File: src/rtl/mmcm_div_gen.sv
// mmcm_div_gen: behavioural clock-divider generator modelled after an MMCM output stage.
//   Counts LOCK_CYCLES input cycles in LOCKING, then runs NUM_CH phase-aligned divided channels in LOCKED.
//   Latency: locked rises LOCK_CYCLES cycles after reset release or after an accepted reconfiguration.
//   Backpressure: cfg_ready is high only while LOCKED; an accepted valid channel write forces a relock.
// Ports:
//   clk_in1            sole clock, rising edge
//   reset              asynchronous active-high reset
//   clk_out[NUM_CH]    registered channel waveforms (all zero while LOCKING)
//   locked             registered, high while all channels run aligned
//   cfg_valid/cfg_ready/cfg_ch/cfg_divide/cfg_high/cfg_phase
//                      runtime reconfiguration port, present only when CLKGEN_DRP_EN is defined
// Optional feature macro: CLKGEN_DRP_EN (undefined -> configuration comes from parameters only).
module mmcm_div_gen #(
  parameter int NUM_CH      = 7,
  parameter int CNT_W       = 8,
  parameter int LOCK_CYCLES = 64,
  parameter logic [NUM_CH*CNT_W-1:0] DIVIDE_VEC = {NUM_CH{CNT_W'(10)}},
  parameter logic [NUM_CH*CNT_W-1:0] HIGH_VEC   = {NUM_CH{CNT_W'(5)}},
  parameter logic [NUM_CH*CNT_W-1:0] PHASE_VEC  = {NUM_CH{CNT_W'(0)}}
) (
  input  logic              clk_in1,
  input  logic              reset,
  output logic [NUM_CH-1:0] clk_out,
  output logic              locked
`ifdef CLKGEN_DRP_EN
  ,
  input  logic              cfg_valid,
  output logic              cfg_ready,
  input  logic [2:0]        cfg_ch,
  input  logic [CNT_W-1:0]  cfg_divide,
  input  logic [CNT_W-1:0]  cfg_high,
  input  logic [CNT_W-1:0]  cfg_phase
`endif
);

  localparam int LW = $clog2(LOCK_CYCLES + 1);

  typedef enum logic {
    LOCKING = 1'b0,
    LOCKED  = 1'b1
  } state_t;

  state_t            r_state;
  logic [LW-1:0]     r_lock_cnt;
  logic [CNT_W-1:0]  r_cnt [NUM_CH];
  logic [NUM_CH-1:0] r_clk_out;
  logic              r_locked;

  // Active configuration as seen by the channel counters.
  logic [CNT_W-1:0]  w_div   [NUM_CH];
  logic [CNT_W-1:0]  w_high  [NUM_CH];
  logic [CNT_W-1:0]  w_phase [NUM_CH];

  logic [CNT_W-1:0]  w_d_eff [NUM_CH];
  logic [CNT_W-1:0]  w_pmod  [NUM_CH];
  logic [CNT_W-1:0]  w_start [NUM_CH];
  logic [CNT_W-1:0]  w_nxt   [NUM_CH];
  logic [NUM_CH-1:0] w_start_out;
  logic [NUM_CH-1:0] w_nxt_out;
  logic              w_xfer;

`ifdef CLKGEN_DRP_EN
  logic [CNT_W-1:0]  r_div   [NUM_CH];
  logic [CNT_W-1:0]  r_high  [NUM_CH];
  logic [CNT_W-1:0]  r_phase [NUM_CH];
  logic              w_ch_ok;

  assign w_ch_ok   = ({1'b0, cfg_ch} < 4'(NUM_CH));
  // Out-of-range channel requests are consumed but change nothing.
  assign w_xfer    = cfg_valid && r_locked && w_ch_ok;
  assign cfg_ready = r_locked;

  always_ff @(posedge clk_in1 or posedge reset) begin
    if (reset) begin
      for (int i = 0; i < NUM_CH; i++) begin
        r_div[i]   <= DIVIDE_VEC[i*CNT_W +: CNT_W];
        r_high[i]  <= HIGH_VEC[i*CNT_W +: CNT_W];
        r_phase[i] <= PHASE_VEC[i*CNT_W +: CNT_W];
      end
    end else if (w_xfer) begin
      for (int i = 0; i < NUM_CH; i++) begin
        if (cfg_ch == 3'(i)) begin
          r_div[i]   <= cfg_divide;
          r_high[i]  <= cfg_high;
          r_phase[i] <= cfg_phase;
        end
      end
    end
  end

  always_comb begin
    for (int i = 0; i < NUM_CH; i++) begin
      w_div[i]   = r_div[i];
      w_high[i]  = r_high[i];
      w_phase[i] = r_phase[i];
    end
  end
`else
  assign w_xfer = 1'b0;

  always_comb begin
    for (int i = 0; i < NUM_CH; i++) begin
      w_div[i]   = DIVIDE_VEC[i*CNT_W +: CNT_W];
      w_high[i]  = HIGH_VEC[i*CNT_W +: CNT_W];
      w_phase[i] = PHASE_VEC[i*CNT_W +: CNT_W];
    end
  end
`endif

  // Per-channel counter holds (t - P) mod D for the cycle being shown on clk_out.
  // The start value at t=0 is (-P) mod D; the output is simply count < high, which
  // yields constant low for H=0 and constant high for H>=D without special cases.
  always_comb begin
    w_start_out = '0;
    w_nxt_out   = '0;
    for (int i = 0; i < NUM_CH; i++) begin
      w_d_eff[i] = (w_div[i] == '0) ? CNT_W'(1) : w_div[i];
      w_pmod[i]  = w_phase[i] % w_d_eff[i];
      w_start[i] = (w_pmod[i] == '0) ? '0 : (w_d_eff[i] - w_pmod[i]);
      w_nxt[i]   = (r_cnt[i] == (w_d_eff[i] - CNT_W'(1))) ? '0 : (r_cnt[i] + CNT_W'(1));
      w_start_out[i] = (w_start[i] < w_high[i]);
      w_nxt_out[i]   = (w_nxt[i] < w_high[i]);
    end
  end

  always_ff @(posedge clk_in1 or posedge reset) begin
    if (reset) begin
      r_state    <= LOCKING;
      r_lock_cnt <= '0;
      r_locked   <= 1'b0;
      r_clk_out  <= '0;
      for (int i = 0; i < NUM_CH; i++) r_cnt[i] <= '0;
    end else begin
      case (r_state)
        LOCKING: begin
          if (r_lock_cnt == LW'(LOCK_CYCLES - 1)) begin
            // All channels start together at t=0 on this edge.
            r_state   <= LOCKED;
            r_locked  <= 1'b1;
            r_clk_out <= w_start_out;
            for (int i = 0; i < NUM_CH; i++) r_cnt[i] <= w_start[i];
          end else begin
            r_lock_cnt <= r_lock_cnt + LW'(1);
          end
        end
        LOCKED: begin
          if (w_xfer) begin
            r_state    <= LOCKING;
            r_lock_cnt <= '0;
            r_locked   <= 1'b0;
            r_clk_out  <= '0;
            for (int i = 0; i < NUM_CH; i++) r_cnt[i] <= '0;
          end else begin
            r_clk_out <= w_nxt_out;
            for (int i = 0; i < NUM_CH; i++) r_cnt[i] <= w_nxt[i];
          end
        end
        default: begin
          r_state    <= LOCKING;
          r_lock_cnt <= '0;
          r_locked   <= 1'b0;
          r_clk_out  <= '0;
        end
      endcase
    end
  end

  assign clk_out = r_clk_out;
  assign locked  = r_locked;

endmodule
File: config.mk
export PLATFORM = sky130hd
export DESIGN_NAME = mmcm_div_gen
export DESIGN_NICKNAME = d
export VERILOG_FILES = /design/src/rtl/mmcm_div_gen.sv
export SDC_FILE = /design/constraint.sdc
export NUM_CORES = 1
export LEC_CHECK = 0
export CAP_MARGIN = 15
export CORE_MARGIN = 5
export CORE_UTILIZATION = 30
export CTS_CLUSTER_SIZE = 14
export DETAILED_ROUTE_END_ITERATION = 12
export GPL_ROUTABILITY_DRIVEN = 0
export PLACE_DENSITY = 0.46
export SYNTH_ARGS = -nofsm -noshare
export SYNTH_HDL_FRONTEND = slang
export SYNTH_SLANG_ARGS = --single-unit
File: constraint.sdc
create_clock -name clk_in1 -period 7 [get_ports clk_in1]
set_input_delay 1.4 -clock clk_in1 [delete_from_list [all_inputs] [get_ports clk_in1]]
set_output_delay 1.4 -clock clk_in1 [all_outputs]
set_load 0.05 [all_outputs]
* Yosys cells after proc, flatten, opt, wreduce, memory -nomap -nowiden
Cells that the tools add are included.
** Word-level totals
- Register bits :: 72
- Output and inout port bits :: 8
** Operators by class
- Order comparisons :: 7
- $add $sub $neg :: 8
- Reduce and logical (&&, ||, !) cells :: 2
- Equality and inequality tests :: 10
- Bitwise logic cells :: 1
- Mux-type cells :: 17
** Operators with widths (count)
- one-hot mux 56 bit (2 select lines) :: 1
- adder 8 x 1 -> 8 bit, second input constant :: 7
- equality test 8 x 4 -> 1 bit, second input constant :: 7
- < comparator 8 x 3 -> 1 bit, second input constant :: 7
- two-way mux 56 bit :: 1
- two-way mux 8 bit :: 7
- two-way mux 7 bit :: 3
- one-hot mux 7 bit (2 select lines) :: 1
- adder 7 x 1 -> 7 bit, second input constant :: 1
- equality test 7 x 6 -> 1 bit, second input constant :: 1
- != test 2 bit, second input constant :: 2
- AND reduction 2 bit :: 2
- two-way mux 1 bit :: 3
- one-hot mux 1 bit (2 select lines) :: 1
- inverter 1 bit :: 1

* Longest topological paths before layout
- Depth after elaboration :: 4
- Mapped depth :: 8

* Worst setup path before layout
No wires, ideal clock.
- Path type :: register to output
- Start :: register r_clk_out[4] (netlist: clk_out[4])
- End :: output port clk_out[4]
- Slack :: 4.999 ns
- Arrival time :: 0.601 ns
- Cell stages (with the launch flop) :: 1
- Data required time :: 5.600 ns
- Buffers on the path :: 0
- Cell sequence :: dfrtp_1
** RTL lines
- from (decl) :: line 46 : logic [NUM_CH-1:0] r_clk_out;
- from (signal assigned) :: line 140 : r_clk_out <= w_start_out;
- from (signal assigned) :: line 154 : r_clk_out <= w_nxt_out;
- to (decl) :: line 23 : output logic [NUM_CH-1:0] clk_out,
No word-level cell between the ends.

* Final worst setup path
- Start :: register r_clk_out[3] (netlist: clk_out[3])
- End :: output port clk_out[3]
No word-level cell between the ends.

==> run metrics <==
status complete, no violations; Worst Hold Class flip-flop to flip-flop; Max Buffers Root-to-Sink 2; Critical R2R Launch r_state$_DFF_PP0_; total power 0.915 mW; DR WL/cell 14.2 um; hold_sp r_lock_cnt[4]$_DFFE_PP0P_; Final min period 2.89 ns; Initial DRC Count 213; Post-CTS Hold Fix Bufs 0; DRC violations left 0; pin count of the biggest net entering global routing 73; placement-stage cell area 0.00451 sq mm; Yosys cell types 60; CTS resizes 0; drt total wl 9330 um; cell area after synthesis 0.00432 sq mm; Worst Path Arrival 1.49 ns; TritonCTS clock tree done; Least-Margin Pin Slew 0.954 ns; synth warn 0; HPWL after DPL 5790 um; FF-to-FF setup slack 4.65 ns; unrepaired setup endpoints after global routing false; Top FF cell, synth dfrtp_1; final core utilization 0.345; Die Ht 130 um; PwrDens 190 mW/mm^2; worst min-delay path endpoint r_lock_cnt[4]$_DFFE_PP0P_; dpl ws 4.24 ns; Die ar. 0.0169 sq mm; sequential share of the synthesized area 0.417; WP buf/inv 1; post-synth net total 497; Startpoint Class flip-flop; slowest stage delay, CP 0.80 ns; initial core utilization 0.309; area occupied by multi-input gates 0.00232 sq mm; Port Buffer Count 9; initial antenna violation count 0; total number of H-tree levels 3; worst-skew pair later-pin latency 0.34 ns; Vias 3460; Async SR Flop Fraction 1.00; GRT Total Usage 0.123; Sequential cell area 0.00180 sq mm; top area cells in the synthesized netlist dfrtp_1 42%, o21ai_0 6.5%, ha_1 4.3%; Final Skew 0.00807 ns; Overflow after GRT 0; Syn Area/Cell 8.99 sq um; Synth area leader dfrtp_1; VDD IR max 0.0671 mV; endpoints failing setup 0; Yosys top cell area share 0.417; layout cell share with drive strength beyond 1 0.0758; number of synthesized flops with an enable pin 0; final worst slack 4.11 ns; cts bufs inserted 9; crit path cell chain clkdlybuf4s50_1; Hold Fails Final Rpt 0; flops & latches, synth 72; clk slew on worst S/H paths 0.06 ns; fillers 1460; Leakage 2.00 nW; Worst R2R End r_cnt[46]$_DFFE_PP0P_; fin area 0.00483 sq mm; die span in x 130 um; Setup crit end kind output pin; Max Cap Viol 0; path depth of the worst reg2reg path 3; Final #Nets 487; IO Count 10; Core Region 0.0140 sq mm; cell row count 43; Final Max Tran Viols 0; Setup TNS 0 ns; # diodes 0; post-route ant nets 0; worst-path maximum fanout 2; First-pass DRT Iterations 4; Area Growth Syn to Fin 11.8%; vias in the first global route 3388; Vias/cell 5.28; slowest CP cell clkdlybuf4s50_1; hold depth 1; Setup Crit Path Kind flip-flop to output pin; period utilisation layout 0.413; Rel. slew slack 0.364; Crit path required time 5.60 ns; CTS Root Cell clkbuf_16; Mapped Cells 480; global-route wire length before repair 16700 um; Setup Buffers After CTS 0; Clock Sinks 72; CP delay by family, top buffers and inverters; max frequency 0.346 GHz
==> flip-flops by register name, summed over array words and instances, names as in the netlist <==
signal      flops
clk_out         7
locked          1
r_cnt          56
r_lock_cnt      7
r_state         1
==> cell families after synthesis <==
logic type / Yosys count / share of synthesized area
buffers and inverters: 46 / 0.0470
flip-flops: 72 / 0.417
multiplexers: 2 / 0.00464
AO/OA/AOI/OAI: 145 / 0.230
AND/OR/NAND/NOR: 175 / 0.207
adder cells (fa/ha/maj): 15 / 0.0435
XOR/XNOR: 25 / 0.0507
==> per-layer routing <==
| metal | vias up | share of wire | GRT usage | wire length [um] |
|---|---|---|---|---|
| met5 | - | 0 | 0 | 0 |
| met4 | 0 | 0.025 | 0.0630 | 231 |
| met3 | 11 | 0.032 | 0.0229 | 296 |
| met2 | 51 | 0.43 | 0.185 | 4050 |
| met1 | 1662 | 0.51 | 0.169 | 4750 |
| li1 | 1736 | - | - | - |
==> synth_stat cells (2+ instances only) <==
library cell,number
o31ai_1,11
inv_1,12
o41ai_4,3
and3b_1,3
and4_1,2
o2bb2ai_1,2
o22ai_1,13
ha_1,15
o2111ai_1,2
dfrtp_1,72
a21oi_1,11
xor2_1,8
clkbuf_1,21
a21bo_2,2
a22o_1,2
a311oi_1,2
a31oi_1,9
nor2_1,37
buf_6,2
nor3_1,12
nor4_1,2
nand4_1,15
nand3_1,15
a31o_2,2
or4b_4,2
and2_1,3
xnor2_1,17
nand2b_1,5
o21ai_0,56
nor2b_1,3
a211oi_1,2
o21ai_1,7
mux2i_1,2
a21boi_0,4
o22a_1,2
nand2_1,50
o41ai_1,4
buf_2,9
or2_2,2
and3_1,17
==> layout by cell type, fill, tap and decap left out, types with 3 or more instances in the layout <==
cell type / count
a21boi_0: 4
nor3_1: 12
a21oi_1: 11
nand3_1: 15
xnor2_1: 17
nor2_1: 36
and3b_1: 3
o41ai_4: 3
o22ai_1: 13
dfrtp_1: 72
inv_1: 11
o31ai_1: 11
ha_1: 15
nand2b_1: 5
nand2_1: 50
clkbuf_16: 9
o41ai_1: 4
buf_4: 3
xor2_1: 8
o21ai_0: 56
nor2b_1: 3
and2_1: 3
a31oi_1: 9
and3_1: 17
clkbuf_8: 4
clkdlybuf4s50_1: 9
o21ai_1: 7
nand4_1: 15
==> power by group <==
part	internal (mW)	switching (mW)	total, mW
clock	0.314	0.175	0.490
combinational	0.000895	0.00834	0.00924
sequential	0.416	0	0.416
==> area by class of cell <==
type	count	area share
clock inverter	2	0.00726
multi-input combinational	362	0.481
sequential	72	0.373
inverter	13	0.0101
clock buffer	14	0.0588
timing repair buffer	12	0.0233
tap	180	0.0467
==> how the worst max path moves through the flow <==
stage / from / to / slack [ns] / cells past startpoint
2_1_floorplan: reset / clk_out[0]$_DFFE_PP0P_ / 3.78 / 1
3_3_place_gp: reset / r_cnt[34]$_DFFE_PP0P_ / 4.26 / 3
3_5_place_dp: reset / r_cnt[13]$_DFFE_PP0P_ / 4.24 / 3
4_1_cts: clk_out[5]$_DFFE_PP0P_ / clk_out[5] / 4.08 / 1
5_1_grt: clk_out[1]$_DFFE_PP0P_ / clk_out[1] / 4.04 / 1
6_report: clk_out[3]$_DFFE_PP0P_ / clk_out[3] / 4.11 / 1
==> per-stage QoR <==
step	hold slack [ns]	instances
after floorplan	0.439	480
after global placement	0.456	639
after detailed placement	0.462	639
after CTS	0.476	655
after global routing	0.488	655
final	0.469	655
(Power assumes the default switching activity.)
